$ cat src/rtl/dmem_preset_loader.sv
// 16x8 i281 data memory that copies the DMEM preset words into storage after
// reset or a reload request, then serves as a synchronous 1R/1W RAM.
module dmem_preset_loader #(
  parameter int DATA_W = 8,
  parameter int DEPTH  = 16,
  parameter int ADDR_W = 4
) (
  input  logic              Clock,
  input  logic              Reset_n,
  input  logic [DATA_W-1:0] b0I,
  input  logic [DATA_W-1:0] b1I,
  input  logic [DATA_W-1:0] b2I,
  input  logic [DATA_W-1:0] b3I,
  input  logic [DATA_W-1:0] b4I,
  input  logic [DATA_W-1:0] b5I,
  input  logic [DATA_W-1:0] b6I,
  input  logic [DATA_W-1:0] b7I,
  input  logic [DATA_W-1:0] b8I,
  input  logic [DATA_W-1:0] b9I,
  input  logic [DATA_W-1:0] b10I,
  input  logic [DATA_W-1:0] b11I,
  input  logic [DATA_W-1:0] b12I,
  input  logic [DATA_W-1:0] b13I,
  input  logic [DATA_W-1:0] b14I,
  input  logic [DATA_W-1:0] b15I,
  input  logic              reload,
  input  logic [ADDR_W-1:0] rd_addr,
  output logic [DATA_W-1:0] rd_data,
  input  logic              wr_en,
  input  logic [ADDR_W-1:0] wr_addr,
  input  logic [DATA_W-1:0] wr_data,
  output logic              busy,
  output logic              init_done
);

  typedef enum logic {INIT, READY} state_t;

  state_t              state, state_next;
  logic [ADDR_W-1:0]   cnt, cnt_next;
  logic                done_next;
  logic                mem_we;
  logic [ADDR_W-1:0]   mem_waddr;
  logic [DATA_W-1:0]   mem_wdata;
  logic [DATA_W-1:0]   mem    [DEPTH];
  logic [DATA_W-1:0]   preset [DEPTH];

  assign preset = '{b0I, b1I, b2I, b3I, b4I, b5I, b6I, b7I,
                    b8I, b9I, b10I, b11I, b12I, b13I, b14I, b15I};

  always_ff @(posedge Clock or negedge Reset_n) begin
    if (!Reset_n) begin
      state     <= INIT;
      cnt       <= '0;
      init_done <= 1'b0;
    end else begin
      state     <= state_next;
      cnt       <= cnt_next;
      init_done <= done_next;
    end
  end

  // The copy sequencer and the CPU port share one write port; INIT owns it.
  always_comb begin
    state_next = state;
    cnt_next   = cnt;
    done_next  = 1'b0;
    mem_we     = 1'b0;
    mem_waddr  = wr_addr;
    mem_wdata  = wr_data;
    unique case (state)
      INIT: begin
        mem_we    = 1'b1;
        mem_waddr = cnt;
        mem_wdata = preset[cnt];
        cnt_next  = cnt + 1'b1;
        if (cnt == ADDR_W'(DEPTH - 1)) begin
          state_next = READY;
          cnt_next   = '0;
          done_next  = 1'b1;
        end
      end
      READY: begin
        mem_we = wr_en;
        if (reload) begin
          state_next = INIT;
          cnt_next   = '0;
        end
      end
      default: state_next = INIT;
    endcase
  end

  assign busy = (state == INIT);

  // Non-blocking read of mem gives read-before-write on an address collision.
  always_ff @(posedge Clock or negedge Reset_n) begin
    if (!Reset_n) begin
      for (int unsigned i = 0; i < DEPTH; i++) mem[i] <= '0;
      rd_data <= '0;
    end else begin
      rd_data <= mem[rd_addr];
      if (mem_we) mem[mem_waddr] <= mem_wdata;
    end
  end

endmodule

$ cat config.mk
export PLATFORM = sky130hd
export DESIGN_NAME = dmem_preset_loader
export DESIGN_NICKNAME = d
export VERILOG_FILES = /design/src/rtl/dmem_preset_loader.sv
export SDC_FILE = /design/constraint.sdc
export NUM_CORES = 1
export LEC_CHECK = 0
export BUFFER_PORTS_ARGS = -buffer_cell sky130_fd_sc_hd__buf_4
export CORE_MARGIN = 2
export CORE_UTILIZATION = 56
export CTS_BUF_LIST = sky130_fd_sc_hd__clkbuf_4 sky130_fd_sc_hd__clkbuf_8
export CTS_CLUSTER_DIAMETER = 80
export CTS_CLUSTER_SIZE = 25
export DETAILED_ROUTE_END_ITERATION = 6
export PLACE_DENSITY = 0.82
export SETUP_SLACK_MARGIN = 0.2
export SLEW_MARGIN = 40
export SYNTH_ARGS = -nofsm -noshare
export SYNTH_HDL_FRONTEND = slang
export SYNTH_SLANG_ARGS = --single-unit
$ cat constraint.sdc
create_clock -name Clock -period 2.83 [get_ports Clock]
set_clock_uncertainty 0.05 [all_clocks]
set_input_delay 0.566 -clock Clock [delete_from_list [all_inputs] [get_ports Clock]]
set_output_delay 0.566 -clock Clock [all_outputs]
set_load 0.01 [all_outputs]
==> flow_metrics.env <==
export IMPL_fillers=952
export IMPL_first_iter_violations=643
export IMPL_vias_per_cell=6.611
export IMPL_fin_nets=963
export IMPL_grt_pass1_vias=6861
export IMPL_ant_nets=0
export IMPL_min_from="reload"
export IMPL_final_hold_viol_count=0
export IMPL_holdWs_ns=0.2691
export IMPL_dpl_worst_slack_ns=0.4980
export IMPL_synth_yosys_seq_area_share=0.4524
export IMPL_port_buffers=157
export IMPL_synth_cells=676
export IMPL_arrival_ns=2.63
export IMPL_finalSetupViolations=0
export IMPL_syn_area_per_cell_um2=11.62
export IMPL_max_slew_worst_pin_slew_ns=0.7072
export IMPL_path_clk_slew_ns=0.07
export IMPL_cts_buffer_depth=2
export IMPL_fp_dieArea_mm2=0.01499
export IMPL_io_pins=158
export IMPL_area_growth_pct=22.88
export IMPL_critical_path_top_delay_family="compound AO/OA/AOI/OAI gates"
export IMPL_period_share=0.8534
export IMPL_period_minus_slack_ns=2.415
export IMPL_p_leak_nw=4.063
export IMPL_p_per_area_mw_per_mm2=1143
export IMPL_status="finished, final reports clean"
export IMPL_reg2reg_from="cnt[1]"
export IMPL_ctsResizeCount=0
export IMPL_wirelength_um=21920
export IMPL_synth_nets=825
export IMPL_synthesis_area_mm2=0.007854
export IMPL_drive_gt1_frac=0.3434
export IMPL_dp_hpwl_um=15070
export IMPL_relSlewSlack=0.5254
export IMPL_cp_start_kind="flop"
export IMPL_drc_errors=0
export IMPL_wl_per_cell_um=21.77
export IMPL_initial_core_util=0.5702
export IMPL_rows=43
export IMPL_worstPathRequired_ns=3.04
export IMPL_cts_root_buf="clkbuf_8"
export IMPL_clk_latency_ns=0.44
export IMPL_max_cap_violations=0
export IMPL_cts_tree="yes"
export IMPL_end_kind="flop"
export IMPL_cp_startpoint="cnt[1]"
export IMPL_critPathSlowestCell="o21ai_2"
export IMPL_critPathBufInv=0
export IMPL_antennaDiodeCount=0
export IMPL_track_usage=0.3058
export IMPL_grt_max_degree=89
export IMPL_cp_max_fo=16
export IMPL_antenna_found_initial=0
export IMPL_ys_ff_latch=142
export IMPL_hold_class="primary input to flop"
export IMPL_die_h_um=122.4
export IMPL_vdd_drop_max_mv=0.6278
export IMPL_num_vias=6657
export IMPL_max_freq_ghz=0.4140
export IMPL_ys_warn_count=0
export IMPL_cts_sinks=142
export IMPL_ys_types=39
export IMPL_critPathMaxStageDelay_ns=0.61
export IMPL_overflow=0
export IMPL_first_pass_iters=5
export IMPL_crit_chain="nand2b_1 > o22ai_1 > o21ai_2 > a41oi_1"
export IMPL_htree_levels=4
export IMPL_slew_violations=0
export IMPL_gp_congestion=0.8249
export IMPL_fin_setup_tns_ns=0
export IMPL_cts_buffers_inserted=17
export IMPL_fin_ws_ns=0.4148
export IMPL_criticalPathCategory="flop to flop"
export IMPL_rsz0062_at_grt="no"
export IMPL_die_w_um=122.4
export IMPL_placeableCoreArea_mm2=0.01377
export IMPL_grt_pass1_wl_um=34590
==> cells in the mapped netlist, drive strengths merged <==
library cell | instances | share of area
a21o | 1 | 0.00096
a21oi | 3 | 0.0019
a22o | 1 | 0.0011
a22oi | 16 | 0.042
a31oi | 64 | 0.051
a41oi | 65 | 0.072
and3 | 1 | 0.00080
buf | 50 | 0.038
clkbuf | 11 | 0.0053
dfrtp | 142 | 0.45
ha | 1 | 0.0016
inv | 2 | 0.00095
mux2i | 64 | 0.082
mux4 | 40 | 0.11
nand2 | 11 | 0.0053
nand2b | 4 | 0.0032
nand3 | 2 | 0.0019
nand3b | 4 | 0.0048
nand4 | 1 | 0.0016
nand4b | 2 | 0.0038
nand4bb | 1 | 0.0014
nor2 | 131 | 0.063
o21ai | 17 | 0.012
o22ai | 33 | 0.026
o2bb2ai | 1 | 0.0011
or2 | 1 | 0.00080
or3 | 2 | 0.0029
or3b | 5 | 0.0069
==> final timing paths <==
check	endpoint	slack, ns	cells past startpoint
min reg2reg	mem[124]	0.50	2
max in group asynchronous	mem[102]	1.40	3
max	mem[25]	0.41	4
min	cnt[1]	0.27	2
max reg2reg	mem[25]	0.41	4
min in group asynchronous	mem[107]	0.55	2
==> flip-flops by register name, indices dropped and copies added, names as in the netlist <==
register / flops
mem: 128
rd_data: 8
init_done: 1
state: 1
cnt: 4
==> power breakdown <==
part / internal [mW] / total (mW) / switching (mW)
registers: 3.10 / 3.84 / 0.735
clock network: 1.26 / 2.01 / 0.748
logic: 2.35 / 5.18 / 2.84
==> cell families (layout without fill, tap and decap cells) <==
group	Yosys count	count (layout)	share of synthesized area
AO/OA/AOI/OAI	201	201	0.2089
adder cells (fa/ha/maj)	1	1	0.001593
buffers and inverters	63	214	0.04461
flip-flops	142	142	0.4524
multiplexers	104	104	0.1963
AND/OR/NAND/NOR	165	165	0.09622
==> worst register-to-register path, stage by stage (launching register included) <==
cell,delay (ns)
dfrtp_1,0.58
nand2b_1,0.55
o22ai_1,0.20
o21ai_2,0.61
a41oi_1,0.25
==> through the flow <==
step | cells | total power, mW | util | area, um2
global placement | 974 | 8.567 | 0.6632 | 9134
global route | 1007 | 11.66 | 0.7007 | 9651
CTS | 1007 | 10.97 | 0.7007 | 9651
finish | 1007 | 11.03 | 0.7007 | 9651
detailed placement | 974 | 8.901 | 0.6632 | 9134
floorplan | 676 | 7.508 | - | 7854
==> cells in the final DEF, fill, tap and decap left out, types with 2 or more instances in the layout <==
master	synthesis	layout
clkbuf_4	0	2
buf_12	0	4
or3b_4	4	4
dfrtp_1	142	141
nor2_1	130	130
a41oi_1	65	65
a22oi_4	15	15
mux2i_1	64	64
o21ai_1	14	14
a31oi_1	64	64
clkbuf_8	0	21
o22ai_1	33	33
o21ai_2	2	2
a21oi_1	3	3
or3_4	2	2
nand2b_1	4	4
nand3b_1	2	2
nand2_1	11	11
nand4b_2	2	2
nand3b_2	2	2
buf_4	18	175
mux4_2	40	40
bufinv_16	0	6
==> area by class of cell <==
cell class / count / area, um2 / share of cell area
multi-input cells: 471 / 3950 / 0.4093
flip-flops and latches: 142 / 3557 / 0.3686
repair buffers: 180 / 1404 / 0.1455
clock buffers: 23 / 304.0 / 0.03151
well taps: 180 / 225.2 / 0.02334
clock inverters: 9 / 202.7 / 0.02100
inverters: 2 / 7.507 / 0.0007779
==> repair_timing <==
action / CTS / global route
hold endpoints to repair: 21 / 0
endpoints found under the setup margin: 0 / 0
hold buffers: 1 / 0
setup buffers: 0 / 0
==> routing by layer <==
layer	global-route usage	vias up	share of wire
li1	-	2934	-
met1	0.3774	3186	0.36
met2	0.5087	439	0.50
met3	0.05158	98	0.086
met4	0.1796	0	0.050
met5	0	-	0
No activity file was read; power rests on OpenSTA's default activity.
